## src/rtl/vga_capture.sv

```systemverilog
// +----------------------------------------------------------------------------+
// | vga_capture: VGA timing lock detector, active-pixel capture, red counter   |
// | Rev 1.0                                                                    |
// +----------------------------------------------------------------------------+
`default_nettype none

module vga_capture #(
  parameter int H_TOTAL     = 800,
  parameter int V_TOTAL     = 525,
  parameter int LOCK_FRAMES = 2
) (
  input  logic        clk_d,
  input  logic        rst,
  input  logic        hsync,
  input  logic        vsync,
  input  logic        blank_n,
  input  logic [3:0]  red,
  input  logic [3:0]  green,
  input  logic [3:0]  blue,
  output logic        pixel_valid,
  output logic [9:0]  x_loc,
  output logic [9:0]  y_loc,
  output logic [11:0] pix_rgb,
  output logic        locked,
  output logic        frame_done,
  output logic        sync_err,
  output logic [9:0]  line_len,
  output logic [9:0]  frame_len,
  output logic [18:0] red_pixels
);

  typedef enum logic [1:0] {
    SEARCH  = 2'd0,
    ACQUIRE = 2'd1,
    LOCKED  = 2'd2
  } state_t;

  state_t      state;
  logic        hs_q, vs_q;
  logic        hs_fall, vs_fall;
  logic [9:0]  h_cnt, v_cnt, x_cnt, y_cnt;
  logic        line_act, frame_err, skip_first;
  logic [7:0]  good_cnt, good_next;
  logic [18:0] red_acc;
  logic [10:0] frame_len_now;
  logic        line_bad, frame_bad, line_err_now, watchdog, red_hit;

  always_comb begin
    hs_fall       = hs_q & ~hsync;
    vs_fall       = vs_q & ~vsync;
    line_bad      = (32'(h_cnt) + 32'd1) != H_TOTAL;
    frame_len_now = {1'b0, v_cnt} + {10'd0, hs_fall};
    frame_bad     = 32'(frame_len_now) != V_TOTAL;
    // The line in progress when ACQUIRE is entered may be partial, so skip it.
    line_err_now  = hs_fall & ~skip_first & line_bad;
    watchdog      = (h_cnt == 10'd1023);
    good_next     = good_cnt + 8'd1;
    red_hit       = pixel_valid & (pix_rgb[11:8] != 4'd0);
  end

  always_ff @(posedge clk_d) begin
    if (rst) begin
      state       <= SEARCH;
      hs_q        <= 1'b1;
      vs_q        <= 1'b1;
      h_cnt       <= '0;
      v_cnt       <= '0;
      x_cnt       <= '0;
      y_cnt       <= '0;
      line_act    <= 1'b0;
      frame_err   <= 1'b0;
      skip_first  <= 1'b0;
      good_cnt    <= '0;
      red_acc     <= '0;
      pixel_valid <= 1'b0;
      x_loc       <= '0;
      y_loc       <= '0;
      pix_rgb     <= '0;
      locked      <= 1'b0;
      frame_done  <= 1'b0;
      sync_err    <= 1'b0;
      line_len    <= '0;
      frame_len   <= '0;
      red_pixels  <= '0;
    end else begin
      hs_q       <= hsync;
      vs_q       <= vsync;
      sync_err   <= 1'b0;
      frame_done <= vs_fall & (state == LOCKED);

      if (hs_fall)        h_cnt <= '0;
      else if (!watchdog) h_cnt <= h_cnt + 10'd1;
      if (hs_fall) line_len <= h_cnt + 10'd1;

      if (vs_fall)                           v_cnt <= '0;
      else if (hs_fall && v_cnt != 10'd1023) v_cnt <= v_cnt + 10'd1;
      if (vs_fall) frame_len <= frame_len_now[9:0];

      if (watchdog) begin
        state    <= SEARCH;
        locked   <= 1'b0;
        sync_err <= (state == LOCKED);
      end else begin
        case (state)
          SEARCH: begin
            if (vs_fall) begin
              state      <= ACQUIRE;
              good_cnt   <= '0;
              frame_err  <= 1'b0;
              skip_first <= 1'b1;
            end
          end
          ACQUIRE: begin
            if (hs_fall) skip_first <= 1'b0;
            if (vs_fall) begin
              frame_err <= 1'b0;
              if (!frame_err && !line_err_now && !frame_bad) begin
                good_cnt <= good_next;
                if (32'(good_next) >= LOCK_FRAMES) begin
                  state  <= LOCKED;
                  locked <= 1'b1;
                end
              end else begin
                good_cnt <= '0;
              end
            end else if (line_err_now) begin
              frame_err <= 1'b1;
            end
          end
          LOCKED: begin
            if ((hs_fall && line_bad) || (vs_fall && frame_bad)) begin
              state      <= ACQUIRE;
              locked     <= 1'b0;
              sync_err   <= 1'b1;
              good_cnt   <= '0;
              frame_err  <= 1'b0;
              skip_first <= 1'b1;
            end
          end
          default: begin
            state  <= SEARCH;
            locked <= 1'b0;
          end
        endcase
      end

      if (hs_fall)      x_cnt <= '0;
      else if (blank_n) x_cnt <= x_cnt + 10'd1;

      if (hs_fall)      line_act <= 1'b0;
      else if (blank_n) line_act <= 1'b1;

      // Frame start clear wins over the end-of-line increment.
      if (vs_fall)                  y_cnt <= '0;
      else if (hs_fall && line_act) y_cnt <= y_cnt + 10'd1;

      pixel_valid <= locked & blank_n;
      x_loc       <= x_cnt;
      y_loc       <= y_cnt;
      pix_rgb     <= {red, green, blue};

      if (vs_fall) begin
        red_pixels <= red_acc;
        red_acc    <= '0;
      end else if (red_hit && red_acc != '1) begin
        red_acc <= red_acc + 19'd1;
      end
    end
  end

endmodule

`default_nettype wire

```

## config.mk

```make
export PLATFORM = sky130hd
export DESIGN_NAME = vga_capture
export DESIGN_NICKNAME = d
export VERILOG_FILES = /design/src/rtl/vga_capture.sv
export SDC_FILE = /design/constraint.sdc
export NUM_CORES = 1
export LEC_CHECK = 0
export CORE_AREA = 2 2 135 137
export CTS_BUF_LIST = sky130_fd_sc_hd__clkbuf_16
export DETAILED_ROUTE_END_ITERATION = 7
export DIE_AREA = 0 0 137 139
export PLACE_DENSITY_LB_ADDON = 0.15
export SYNTH_ARGS = -nofsm -noshare
export SYNTH_HDL_FRONTEND = slang
export SYNTH_SLANG_ARGS = --single-unit
```

## constraint.sdc

```tcl
create_clock -name clk_d -period 3.19 [get_ports clk_d]
set_input_delay 0.319 -clock clk_d [delete_from_list [all_inputs] [get_ports clk_d]]
set_output_delay 0.319 -clock clk_d [all_outputs]
set_load 0.02 [all_outputs]
```

==> results.json <==
{
  "post_cts_buffers": 0,
  "syn_nets": 674,
  "p_leak_nw": 2.73,
  "p_sw_uw": 901,
  "dieArea_mm2": 0.0190,
  "crit_family": "compound AO/OA/AOI/OAI gates",
  "post-route-cell-area_mm2": 0.00780,
  "start_util": 0.343,
  "design_power_total_mw": 4.26,
  "hold_buffers": 0,
  "power_density_mw_per_mm2": 546,
  "clock_sinks": 149,
  "fmax_mhz": 352,
  "fp.coreArea_mm2": 0.0177,
  "die_w_um": 137,
  "die_y_um": 139,
  "first_pass_iters": 5,
  "required_ns": 3.52,
  "grt_max_degree": 47,
  "final_hold_viol_count": 0,
  "power_frac_comb": 0.050,
  "grt_util_met3": 0.0391,
  "drt-total-wl_mm": 13.0,
  "tightest_slew_ns": 1.12,
  "cts_tree": "yes",
  "synthCells": 648,
  "synth_edf_count": 0,
  "num_vias": 4629,
  "wire_per_inst_um": 13.4,
  "max_cap_viol_count": 0,
  "most-common-layout-cells": "149 x dfxtp_1, 90 x clkdlybuf4s50_1, 77 x nor2_1",
  "synthMuxAreaShare": 0.0101,
  "worst_path_max_delay_cell": "clkdlybuf4s50_1",
  "synthFlopType": "dfxtp_1",
  "gp_congestion": 0.832,
  "io_buffer_count": 91,
  "hpwl_mm": 9.44,
  "num_rows": 49,
  "yosys_warnings": 0,
  "critPathKind": "in2reg",
  "drive_above_1_share": 0.0725,
  "slew_headroom": 0.252,
  "fin_crit_sh": 0.890,
  "synth-seq-cells": 149,
  "antenna_found_initial": 0,
  "cts_made_buffers": 17,
  "clock_path_buffers": 2,
  "h-tree-depth": 4,
  "clkPwrFrac": 0.502,
  "path_buf_inv": 3,
  "grt_overflow": 0,
  "hp-class": "in2reg",
  "fin_skew_ns": 0.0109,
  "synth-xor-area-share": 0.0869,
  "drc": 0,
  "yosys.area_share.adder": 0.0186,
  "crit_path_max_incr_delay_ns": 0.46,
  "met2_usage": 0.236,
  "grt_busiest_layer": "met2",
  "cts_root_buffer": "clkbuf_16",
  "crit_arrival_ns": 3.17,
  "fin_crit_ns": 2.84,
  "fin_util": 0.442,
  "worstSkewPairLatency_ns": 0.42,
  "grt_pass1_vias": 4525,
  "p_int_mw": 3.36,
  "seq_power_share": 0.448,
  "use_met1": 0.179,
  "post_cts_resize_count": 0,
  "path_clk_slew_ns": 0.06,
  "syn2layout_area_growth_pct": 28.7,
  "viasPerCell": 4.75,
  "post_dp_cell_area_mm2": 0.00717,
  "start_kind": "input pin",
  "maxSlewViolCount": 0,
  "nets": 758,
  "first_iter_violations": 190,
  "synth_compound_area_frac": 0.124,
  "grt_pass1_wl_mm": 22.0,
  "cp_max_fo": 7,
  "ant_nets": 0,
  "ir_worst_vdd_mv": 0.367,
  "diodes": 0,
  "status": "finished clean",
  "switching_share": 0.211,
  "crit_chain": "clkdlybuf4s50_1, nand2b_1, clkinv_1, ha_1, xor2_1, nand4bb_1, a2111oi_0, a311oi_1, buf_4, o41ai_4, a21oi_1, o21ai_1",
  "ys_types": 60,
  "synth_top_family_by_area": "simple AND/OR/NAND/NOR gates",
  "synthSimpleGateAreaFrac": 0.232,
  "endpoint_kind": "register",
  "final_common_cell": "dfxtp_1",
  "setup_viol": 0,
  "grt_setup_unrepaired": "false",
  "grt_util_all_layers": 0.143,
  "syn-cell-area_mm2": 0.00606,
  "yosysSeqAreaShare": 0.492,
  "design.portCount": 92,
  "syn_area_per_cell_um2": 9.36,
  "synthArstFlopShare": 0
}
[path summary, 6_finish.rpt]
check	from	end	slack [ns]	cells past startpoint
setup reg to reg	hs_q	good_cnt[3]	0.46	11
hold / removal	rst	vs_q	0.34	2
setup / recovery	hsync	good_cnt[3]	0.35	12
hold reg to reg	frame_len[6]	frame_len[6]	0.46	2
[synthesized netlist by cell type, drive strengths merged (3+ instances only)]
| cell | count | area share |
|---|---|---|
| a21oi | 27 | 0.022 |
| buf | 8 | 0.0097 |
| xnor2 | 28 | 0.044 |
| or3 | 9 | 0.0093 |
| o21a | 3 | 0.0037 |
| a22o | 20 | 0.029 |
| dfxtp | 149 | 0.49 |
| inv | 14 | 0.0087 |
| clkbuf | 28 | 0.018 |
| nand4 | 13 | 0.018 |
| nand2 | 45 | 0.028 |
| xor2 | 30 | 0.043 |
| nand2b | 11 | 0.011 |
| or2 | 3 | 0.0031 |
| a211oi | 9 | 0.012 |
| and2 | 4 | 0.0041 |
| and3 | 13 | 0.013 |
| o21ai | 23 | 0.019 |
| ha | 9 | 0.019 |
| nor2b | 34 | 0.035 |
| and4 | 5 | 0.0072 |
| nor2 | 78 | 0.048 |
| o211ai | 3 | 0.0037 |
| o31ai | 4 | 0.0058 |
| nor3 | 16 | 0.013 |
| mux2i | 5 | 0.0083 |
| nand3 | 28 | 0.023 |
[metal layers]
layer  part of all wire  up-vias
li1                   -     2396
met1               0.47     2142
met2               0.48       78
met3              0.039       13
met4              0.014        0
met5                  0        -
[worst reg2reg max path: stages, from the launching register on]
cell and delay [ns]:
dfxtp_1 0.30, nand2b_1 0.09, clkinv_1 0.13, ha_1 0.26, xor2_1 0.17, nand4bb_1 0.25
a2111oi_0 0.41, a311oi_1 0.16, buf_4 0.17, o41ai_4 0.46, a21oi_1 0.09, o21ai_1 0.17
[state kept, by name (all words and copies together) (netlist names), 10 cells and up]
register and cells:
v_cnt 10, x_loc 10, red_acc 19, frame_len 10
pix_rgb 12, line_len 10, y_loc 10, y_cnt 10
x_cnt 10, red_pixels 19, h_cnt 10
[logic make-up (layout without fill, tap and decap cells)]
logic type                 Yosys count  after routing
DFF                                149            149
buffers and inverters               51            148
muxes                                6              6
xor gates and xnor gates            58             58
and+or+nand+nor                    269            269
adders and majority gates            9              9
AOI/OAI and AO/OA                  106            106
[per-stage QoR]
stage / hold WS [ns] / setup TNS, ns / instances / setup WS, ns
after detailed placement: 0.449 / -0.0972 / 942 / -0.0585
final: 0.338 / 0 / 974 / 0.352
after global routing: 0.354 / 0 / 974 / 0.210
after CTS: 0.331 / 0 / 974 / 0.402
after floorplan: 0.426 / 0 / 648 / 0.206
after global placement: 0.444 / 0 / 942 / 0.0723
[power groups by stage]
stage / clock, mW / combinational [mW] / sequential (mW)
2_1_floorplan: 0 / 0.108 / 1.97
3_3_place_gp: 0 / 0.212 / 1.95
3_5_place_dp: 0 / 0.214 / 1.95
4_1_cts: 2.20 / 0.215 / 1.91
5_1_grt: 2.27 / 0.235 / 1.91
6_report: 2.14 / 0.211 / 1.91
[cell type report]
class                           count  area [µm²]
Clock buffer                       17         425
Clock inverter                     15         211
Fill cell                        1698        9850
Inverter                           15        56.3
Multi-Input combinational cell    448        2860
Sequential cell                   149        2980
Tap cell                          229         287
Timing Repair Buffer              101         981
(Power assumes the default switching activity.)
